==> config.mk <==
export PLATFORM = sky130hd
export DESIGN_NAME = video_fetch_engine
export DESIGN_NICKNAME = d
export VERILOG_FILES = /design/src/rtl/video_fetch_engine.sv
export SDC_FILE = /design/constraint.sdc
export NUM_CORES = 1
export LEC_CHECK = 0
export CAP_MARGIN = 10
export CORE_ASPECT_RATIO = 1.5
export CORE_MARGIN = 2
export CORE_UTILIZATION = 40
export DETAILED_ROUTE_END_ITERATION = 12
export PLACE_DENSITY_LB_ADDON = 0.25
export SYNTH_ARGS = -nofsm -noshare
export SYNTH_HDL_FRONTEND = slang
export SYNTH_SLANG_ARGS = --single-unit
==> constraint.sdc <==
create_clock -name CLK_VIDEO -period 2.36 [get_ports CLK_VIDEO]
set_input_delay 0.354 -clock CLK_VIDEO [delete_from_list [all_inputs] [get_ports CLK_VIDEO]]
set_output_delay 0.354 -clock CLK_VIDEO [all_outputs]
set_load 0.02 [all_outputs]
==> src/rtl/video_fetch_engine.sv <==
// Scanline pixel fetch/shift engine: VRAM req/ack fetch into a word FIFO, serialised at 1/2/4/8 bpp.
// Optional fine horizontal scroll enabled by defining VIDEO_FETCH_HSCROLL_EN (adds fine_scroll input).
module video_fetch_engine #(
  parameter int ADDR_W         = 19,
  parameter int DATA_W         = 16,
  parameter int FIFO_DEPTH     = 4,
  parameter int WORDS_PER_LINE = 64
) (
  input  logic              CLK_VIDEO,
  input  logic              reset_n,
  input  logic              ce_pix,
  input  logic              line_start,
  input  logic [ADDR_W-1:0] line_base,
  input  logic [1:0]        bpp_mode,
`ifdef VIDEO_FETCH_HSCROLL_EN
  input  logic [3:0]        fine_scroll,
`endif
  input  logic              active,
  output logic              vram_req,
  output logic [ADDR_W-1:0] vram_addr,
  input  logic              vram_ack,
  input  logic [DATA_W-1:0] vram_data,
  output logic [7:0]        pix_index,
  output logic              pix_valid,
  output logic              underrun,
  input  logic              underrun_clr,
  output logic              busy
);

  localparam int PTR_W = $clog2(FIFO_DEPTH);
  localparam int CNT_W = $clog2(FIFO_DEPTH + 1);
  localparam int WC_W  = $clog2(WORDS_PER_LINE + 1);
  localparam int SC_W  = $clog2(DATA_W + 1);

  typedef enum logic [1:0] {IDLE, REQ, HOLD} state_t;

  state_t            state_q, state_d;
  logic [ADDR_W-1:0] addr_q, addr_d;
  logic [WC_W-1:0]   wcnt_q, wcnt_d;
  logic [1:0]        bpp_q, bpp_d;

  logic [DATA_W-1:0] fifo_mem_q [FIFO_DEPTH];
  logic [PTR_W-1:0]  wr_ptr_q, wr_ptr_d, rd_ptr_q, rd_ptr_d;
  logic [CNT_W-1:0]  fifo_cnt_q, fifo_cnt_d;
  logic              push, push_ok, pop;

  logic [DATA_W-1:0] shift_q, shift_d;
  logic [SC_W-1:0]   scnt_q, scnt_d;
  logic [7:0]        pix_index_q, pix_index_d;
  logic              pix_valid_q, pix_valid_d;
  logic              underrun_q, underrun_d;
`ifdef VIDEO_FETCH_HSCROLL_EN
  logic [3:0]        skip_q, skip_d;
`endif

  logic [DATA_W-1:0] word;
  logic [3:0]        bpp_bits;
  logic [SC_W-1:0]   ppw;
  logic              discard;
  logic              take;

  // Low byte is displayed first and bits are consumed MSB-first, so swap bytes on load.
  function automatic logic [DATA_W-1:0] byte_swap(input logic [DATA_W-1:0] w);
    for (int i = 0; i < DATA_W / 8; i++)
      byte_swap[DATA_W-1-8*i -: 8] = w[8*i +: 8];
  endfunction

  function automatic logic [7:0] top_pix(input logic [DATA_W-1:0] w, input logic [1:0] m);
    case (m)
      2'd0:    top_pix = {7'd0, w[DATA_W-1]};
      2'd1:    top_pix = {6'd0, w[DATA_W-1 -: 2]};
      2'd2:    top_pix = {4'd0, w[DATA_W-1 -: 4]};
      default: top_pix = w[DATA_W-1 -: 8];
    endcase
  endfunction

  assign vram_req  = (state_q == REQ);
  assign busy      = (state_q != IDLE);
  assign vram_addr = addr_q;
  assign pix_index = pix_index_q;
  assign pix_valid = pix_valid_q;
  assign underrun  = underrun_q;

  always_comb begin
    state_d = state_q;
    addr_d  = addr_q;
    wcnt_d  = wcnt_q;
    bpp_d   = bpp_q;
    push    = 1'b0;
    case (state_q)
      REQ: begin
        if (vram_ack) begin
          push   = 1'b1;
          addr_d = addr_q + ADDR_W'(1);
          wcnt_d = wcnt_q + WC_W'(1);
          if (wcnt_q == WC_W'(WORDS_PER_LINE - 1))
            state_d = IDLE;
          else if ((fifo_cnt_q == CNT_W'(FIFO_DEPTH - 1)) && !pop)
            state_d = HOLD;
        end
      end
      HOLD: begin
        if ((fifo_cnt_q != CNT_W'(FIFO_DEPTH)) || pop)
          state_d = REQ;
      end
      default: ;
    endcase
    // A new line aborts whatever is in flight; an ack in this cycle is dropped.
    if (line_start) begin
      push    = 1'b0;
      state_d = REQ;
      addr_d  = line_base;
      wcnt_d  = '0;
      bpp_d   = bpp_mode;
    end
  end

  always_comb begin
    push_ok    = push && ((fifo_cnt_q != CNT_W'(FIFO_DEPTH)) || pop);
    wr_ptr_d   = wr_ptr_q;
    rd_ptr_d   = rd_ptr_q;
    fifo_cnt_d = fifo_cnt_q;
    if (push_ok) wr_ptr_d = wr_ptr_q + PTR_W'(1);
    if (pop)     rd_ptr_d = rd_ptr_q + PTR_W'(1);
    case ({push_ok, pop})
      2'b10:   fifo_cnt_d = fifo_cnt_q + CNT_W'(1);
      2'b01:   fifo_cnt_d = fifo_cnt_q - CNT_W'(1);
      default: ;
    endcase
    if (line_start) begin
      wr_ptr_d   = '0;
      rd_ptr_d   = '0;
      fifo_cnt_d = '0;
    end
  end

  always_comb begin
    pix_index_d = pix_index_q;
    pix_valid_d = pix_valid_q;
    underrun_d  = underrun_q;
    shift_d     = shift_q;
    scnt_d      = scnt_q;
    pop         = 1'b0;
    word        = byte_swap(fifo_mem_q[rd_ptr_q]);
    bpp_bits    = 4'd1 << bpp_q;
    ppw         = SC_W'(DATA_W >> bpp_q);
    take        = active && ce_pix;
    discard     = 1'b0;
`ifdef VIDEO_FETCH_HSCROLL_EN
    skip_d      = skip_q;
    discard     = (skip_q != 4'd0);
`endif
    if (!active) pix_valid_d = 1'b0;
    if (discard) begin
      // Leading scroll pixels are dropped one per clock, independent of ce_pix.
      if (take) pix_valid_d = 1'b0;
      if (scnt_q != '0) begin
        shift_d = shift_q << bpp_bits;
        scnt_d  = scnt_q - SC_W'(1);
`ifdef VIDEO_FETCH_HSCROLL_EN
        skip_d  = skip_q - 4'd1;
`endif
      end else if (fifo_cnt_q != '0) begin
        pop     = 1'b1;
        shift_d = word << bpp_bits;
        scnt_d  = ppw - SC_W'(1);
`ifdef VIDEO_FETCH_HSCROLL_EN
        skip_d  = skip_q - 4'd1;
`endif
      end
    end else if (take) begin
      if (scnt_q != '0) begin
        pix_index_d = top_pix(shift_q, bpp_q);
        pix_valid_d = 1'b1;
        shift_d     = shift_q << bpp_bits;
        scnt_d      = scnt_q - SC_W'(1);
      end else if (fifo_cnt_q != '0) begin
        pop         = 1'b1;
        pix_index_d = top_pix(word, bpp_q);
        pix_valid_d = 1'b1;
        shift_d     = word << bpp_bits;
        scnt_d      = ppw - SC_W'(1);
      end else begin
        pix_index_d = 8'd0;
        pix_valid_d = 1'b0;
        underrun_d  = 1'b1;
      end
    end
    if (underrun_clr) underrun_d = 1'b0;
    if (line_start) begin
      scnt_d = '0;
`ifdef VIDEO_FETCH_HSCROLL_EN
      skip_d = fine_scroll;
`endif
    end
  end

  always_ff @(posedge CLK_VIDEO or negedge reset_n) begin
    if (!reset_n) begin
      state_q     <= IDLE;
      addr_q      <= '0;
      wcnt_q      <= '0;
      bpp_q       <= '0;
      wr_ptr_q    <= '0;
      rd_ptr_q    <= '0;
      fifo_cnt_q  <= '0;
      scnt_q      <= '0;
      pix_index_q <= '0;
      pix_valid_q <= 1'b0;
      underrun_q  <= 1'b0;
`ifdef VIDEO_FETCH_HSCROLL_EN
      skip_q      <= '0;
`endif
    end else begin
      state_q     <= state_d;
      addr_q      <= addr_d;
      wcnt_q      <= wcnt_d;
      bpp_q       <= bpp_d;
      wr_ptr_q    <= wr_ptr_d;
      rd_ptr_q    <= rd_ptr_d;
      fifo_cnt_q  <= fifo_cnt_d;
      scnt_q      <= scnt_d;
      pix_index_q <= pix_index_d;
      pix_valid_q <= pix_valid_d;
      underrun_q  <= underrun_d;
`ifdef VIDEO_FETCH_HSCROLL_EN
      skip_q      <= skip_d;
`endif
    end
  end

  // Data-only storage: validity is tracked by the counters above.
  always_ff @(posedge CLK_VIDEO) begin
    shift_q <= shift_d;
    if (push_ok) fifo_mem_q[wr_ptr_q] <= vram_data;
  end

endmodule

==> results of run 1 <==
per-layer routing:
layer	vias up	GRT usage, %
li1	2122	-
met1	2213	20.9
met3	36	3.76
met4	0	9.44
met2	141	31.7
met5	-	0
layout by cell type (no fill, tap or decap), drive strengths merged, types with 17 or more instances in the layout:
cell type	synthesis	routed
dfrtp	52	52
edfxtp	80	80
clkbuf	21	17
o21ai	41	41
nand2	50	50
mux4	24	24
inv	11	21
nor2	39	40
buf	7	44
clkdlybuf4s50	0	72
state kept, by name, indices dropped and copies added (netlist names):
name and count:
wcnt_q 7, wr_ptr_q 2, fifo_mem_q 64, rd_ptr_q 2
underrun 1, pix_valid 1, scnt_q 5, shift_q 16
vram_addr 19, bpp_q 2, fifo_cnt_q 3, state_q 2
pix_index 8
through the flow:
step / utilization, % / hold WS [ps] / area, µm²
2_1_floorplan: - / 58.4 / 6460
3_3_place_gp: 49.1 / 484 / 7710
3_5_place_dp: 49.1 / 494 / 7710
4_1_cts: 53.2 / 67.3 / 8360
5_1_grt: 53.3 / 89.5 / 8370
6_report: 53.3 / 34.8 / 8370
where the power goes:
group | switching (mW) | internal [mW]
clock | 1.16 | 1.63
combinational | 1.74 | 1.62
sequential | 0.263 | 2.89
total | 3.17 | 6.14
how the worst max path moves through the flow:
stage / to / cells after the start / startpoint
after floorplan: shift_q[10]$_DFFE_PP_ / 5 / scnt_q[1]$_DFFE_PN0P_
after global placement: shift_q[10]$_DFFE_PP_ / 4 / scnt_q[1]$_DFFE_PN0P_
after detailed placement: shift_q[14]$_DFFE_PP_ / 4 / scnt_q[1]$_DFFE_PN0P_
after CTS: shift_q[14]$_DFFE_PP_ / 4 / scnt_q[1]$_DFFE_PN0P_
after global routing: shift_q[14]$_DFFE_PP_ / 5 / scnt_q[1]$_DFFE_PN0P_
final: shift_q[14]$_DFFE_PP_ / 5 / scnt_q[1]$_DFFE_PN0P_
logic make-up after synthesis:
kind of cell / synth area share (%)
mux: 12.4
flops: 57.3
buf+inv: 2.75
other cells: 0.0580
simple gates: 13.2
xor+xnor: 3.80
compound gates: 8.89
fa+ha+maj: 1.67
timing repair:
action / CTS / global route
setup endpoints to repair: 4 / 3
resized for setup: 1 / 2
setup buffers: 0 / 1
gates cloned: 1 / 0
pin swaps: 1 / 3
area by class of cell:
type / count / share of cell area [%]
Multi-Input combinational cell: 337 / 31.1
Tap cell: 203 / 3.04
Clock inverter: 15 / 2.44
Timing Repair Buffer: 116 / 13.6
Sequential cell: 132 / 44.3
Clock buffer: 17 / 5.09
Inverter: 11 / 0.494
worst max-delay path, cell delays in order (launching register included):
cell	delay, ps
dfrtp_1	380
or4_4	600
nor2_8	170
buf_4	130
mux2_2	330
mux4_2	470
==> results.md, run 1 <==
| Metric | Reported |
|---|---|
| Synth Net Count | 559 |
| Wire length of the first global-routing pass | 24.2 mm |
| Hold buffer count at CTS | 0 |
| Die ar. | 17200 µm² |
| Metal2 WL | 7.95 mm |
| Critical path data required time | 2520 ps |
| Share of layout cells above drive strength 1 | 20.4% |
| Primary flip-flop cell chosen by synthesis mapping | edfxtp_1 |
| First-pass iteration count of the detailed router | 4 |
| Class of the most critical setup path | reg -> reg |
| Core area | 15700 µm² |
| Effective utilization at floorplan | 41.2% |
| Sinks on Clock Net | 132 |
| Setup repair after global routing missed its margin | no |
| CP endpoint kind | register |
| Worst reg2reg path depth | 5 |
| Average wire length per cell after detail routing | 17.9 µm |
| Met3 routed WL | 605 µm |
| Largest net degree at the start of global routing | 64 |
| Top-Level Pins | 75 |
| Yosys reg bits | 132 |
| Leading cell type by number of instances after synthesis | edfxtp_1 |
| Combined flip-flop and latch cell area | 3700 µm² |
| Post-Place Setup Slack | -22.0 ps |
| Routed vias | 4512 |
| Antenna violations before repair | 0 |
| Most common library cells after synthesis | edfxtp_1, dfrtp_1, nand2_1, o21ai_0, nor2_1 |
| Number of nets at the end of the flow | 667 |
| Power consumption | 9.30 mW |
| Maximum clock frequency | 426 MHz |
| CP Launch Type | register |
| Wire length on met1 | 5.83 mm |
| Placed wire-length estimate after detailed placement | 10.5 mm |
| Worst-Skew Late Latency | 430 ps |
| Crit share post-route | 99.5% |
| Total of max-cap violations | 0 |
| Number of buffers inserted by port buffering | 74 |
| Number of global-route vias before repair | 4784 |
| Actual transition at the worst max-transition pin | 682 ps |
| Final setup margin | 12.7 ps |
| Number of diodes | 0 |
| Overall fraction of global-route tracks in use | 18.3% |
| CTS HTree Levels | 4 |
| Synth-to-layout area growth | 29.5% |
| Avg Synthesized Cell Area | 12.7 µm² |
| Power density relative to cell area | 1110 nW/µm² |
| Largest voltage drop on the vdd net | 0.514 mV |
| Clock tree skew after final layout | 10.6 ps |
| Clock edge transition at the registers on the reported setup and hold paths | 70 ps |
| Combined area of the multi-input logic cells | 2600 µm² |
| Count of mapped cells out of synthesis | 507 |
| CTS tree | built |
| Path class of the lowest-slack min-delay path | in -> async |
| Final antenna-violating net count | 0 |
| Routed WL | 14.9 mm |
| Cell type with the largest total area after synthesis | edfxtp_1 |
| Number of slew-limit violations in the final report | 0 |
| Reg-to-Reg End | shift_q[14]$_DFFE_PP_ |
| Number of hold violations in the final report | 0 |
| Number of warning messages in the yosys log | 0 |
| Number of buffers on the longest clock path | 2 |
| Chip width | 108 µm |
| Number of CTS-inserted buffers | 17 |
| Vias per cell | 5.43 |
| Number of enable-type register cells in the synthesized netlist | 80 |
| Final weighted congestion in routability-driven placement | 0.861 |
| Slack of the worst reg-to-reg path | 10 ps |
| Final sum of negative setup slack | 0 ps |
| Crit path time final | 2350 ps |
| Critical path peak fanout | 6 |
| Top cells by area in the synthesized netlist | edfxtp_1, dfrtp_1, mux4_2, o21ai_0, nand2_1 |
| DRC violation count after routing | 0 |
| Non-filler cells, final | 831 |
| Highest metal layer used by the detailed router | met4 |
| Total global routing overflow | 0 |
| First-iteration detailed-routing DRC count | 240 |
| Chip Height | 160 µm |
| Netlist Area Pre-Place | 6460 µm² |
| Final setup violation count | 0 |
| Worst EP arrival | 2510 ps |
| R2R Path Start | scnt_q[1]$_DFFE_PN0P_ |
| Unique cell type count in the Yosys netlist | 65 |
| Final-layout fill cell count | 1339 |
| Standby leakage power | 3.15 nW |
| Post-Place Cells | 797 |
| Portion of the post-synthesis area used by sequential elements | 57.3% |
| Count of standard-cell rows | 56 |
| Result of the run | finished, final reports clean |
| Proportion of register bits with asynchronous set or reset after synthesis | 39.4% |
| Library cell used as clock root buffer | clkbuf_16 |
| Normalized max-slew margin | 54.5% |
| Area share of the leading cell type in the synthesized netlist | 37.2% |
No activity file was read; power rests on OpenSTA's default activity.
==> run 2, diff against run 1 <==
--- a/config.mk
+++ b/config.mk
@@ -5,7 +5,7 @@
 export SDC_FILE = /design/constraint.sdc
 export NUM_CORES = 1
 export LEC_CHECK = 0
-export CAP_MARGIN = 10
+export CAP_MARGIN = 0
 export CORE_ASPECT_RATIO = 1.5
 export CORE_MARGIN = 2
 export CORE_UTILIZATION = 40
==> results of run 2 <==
The final DEF is identical to that of run 1; final timing and power are the same.
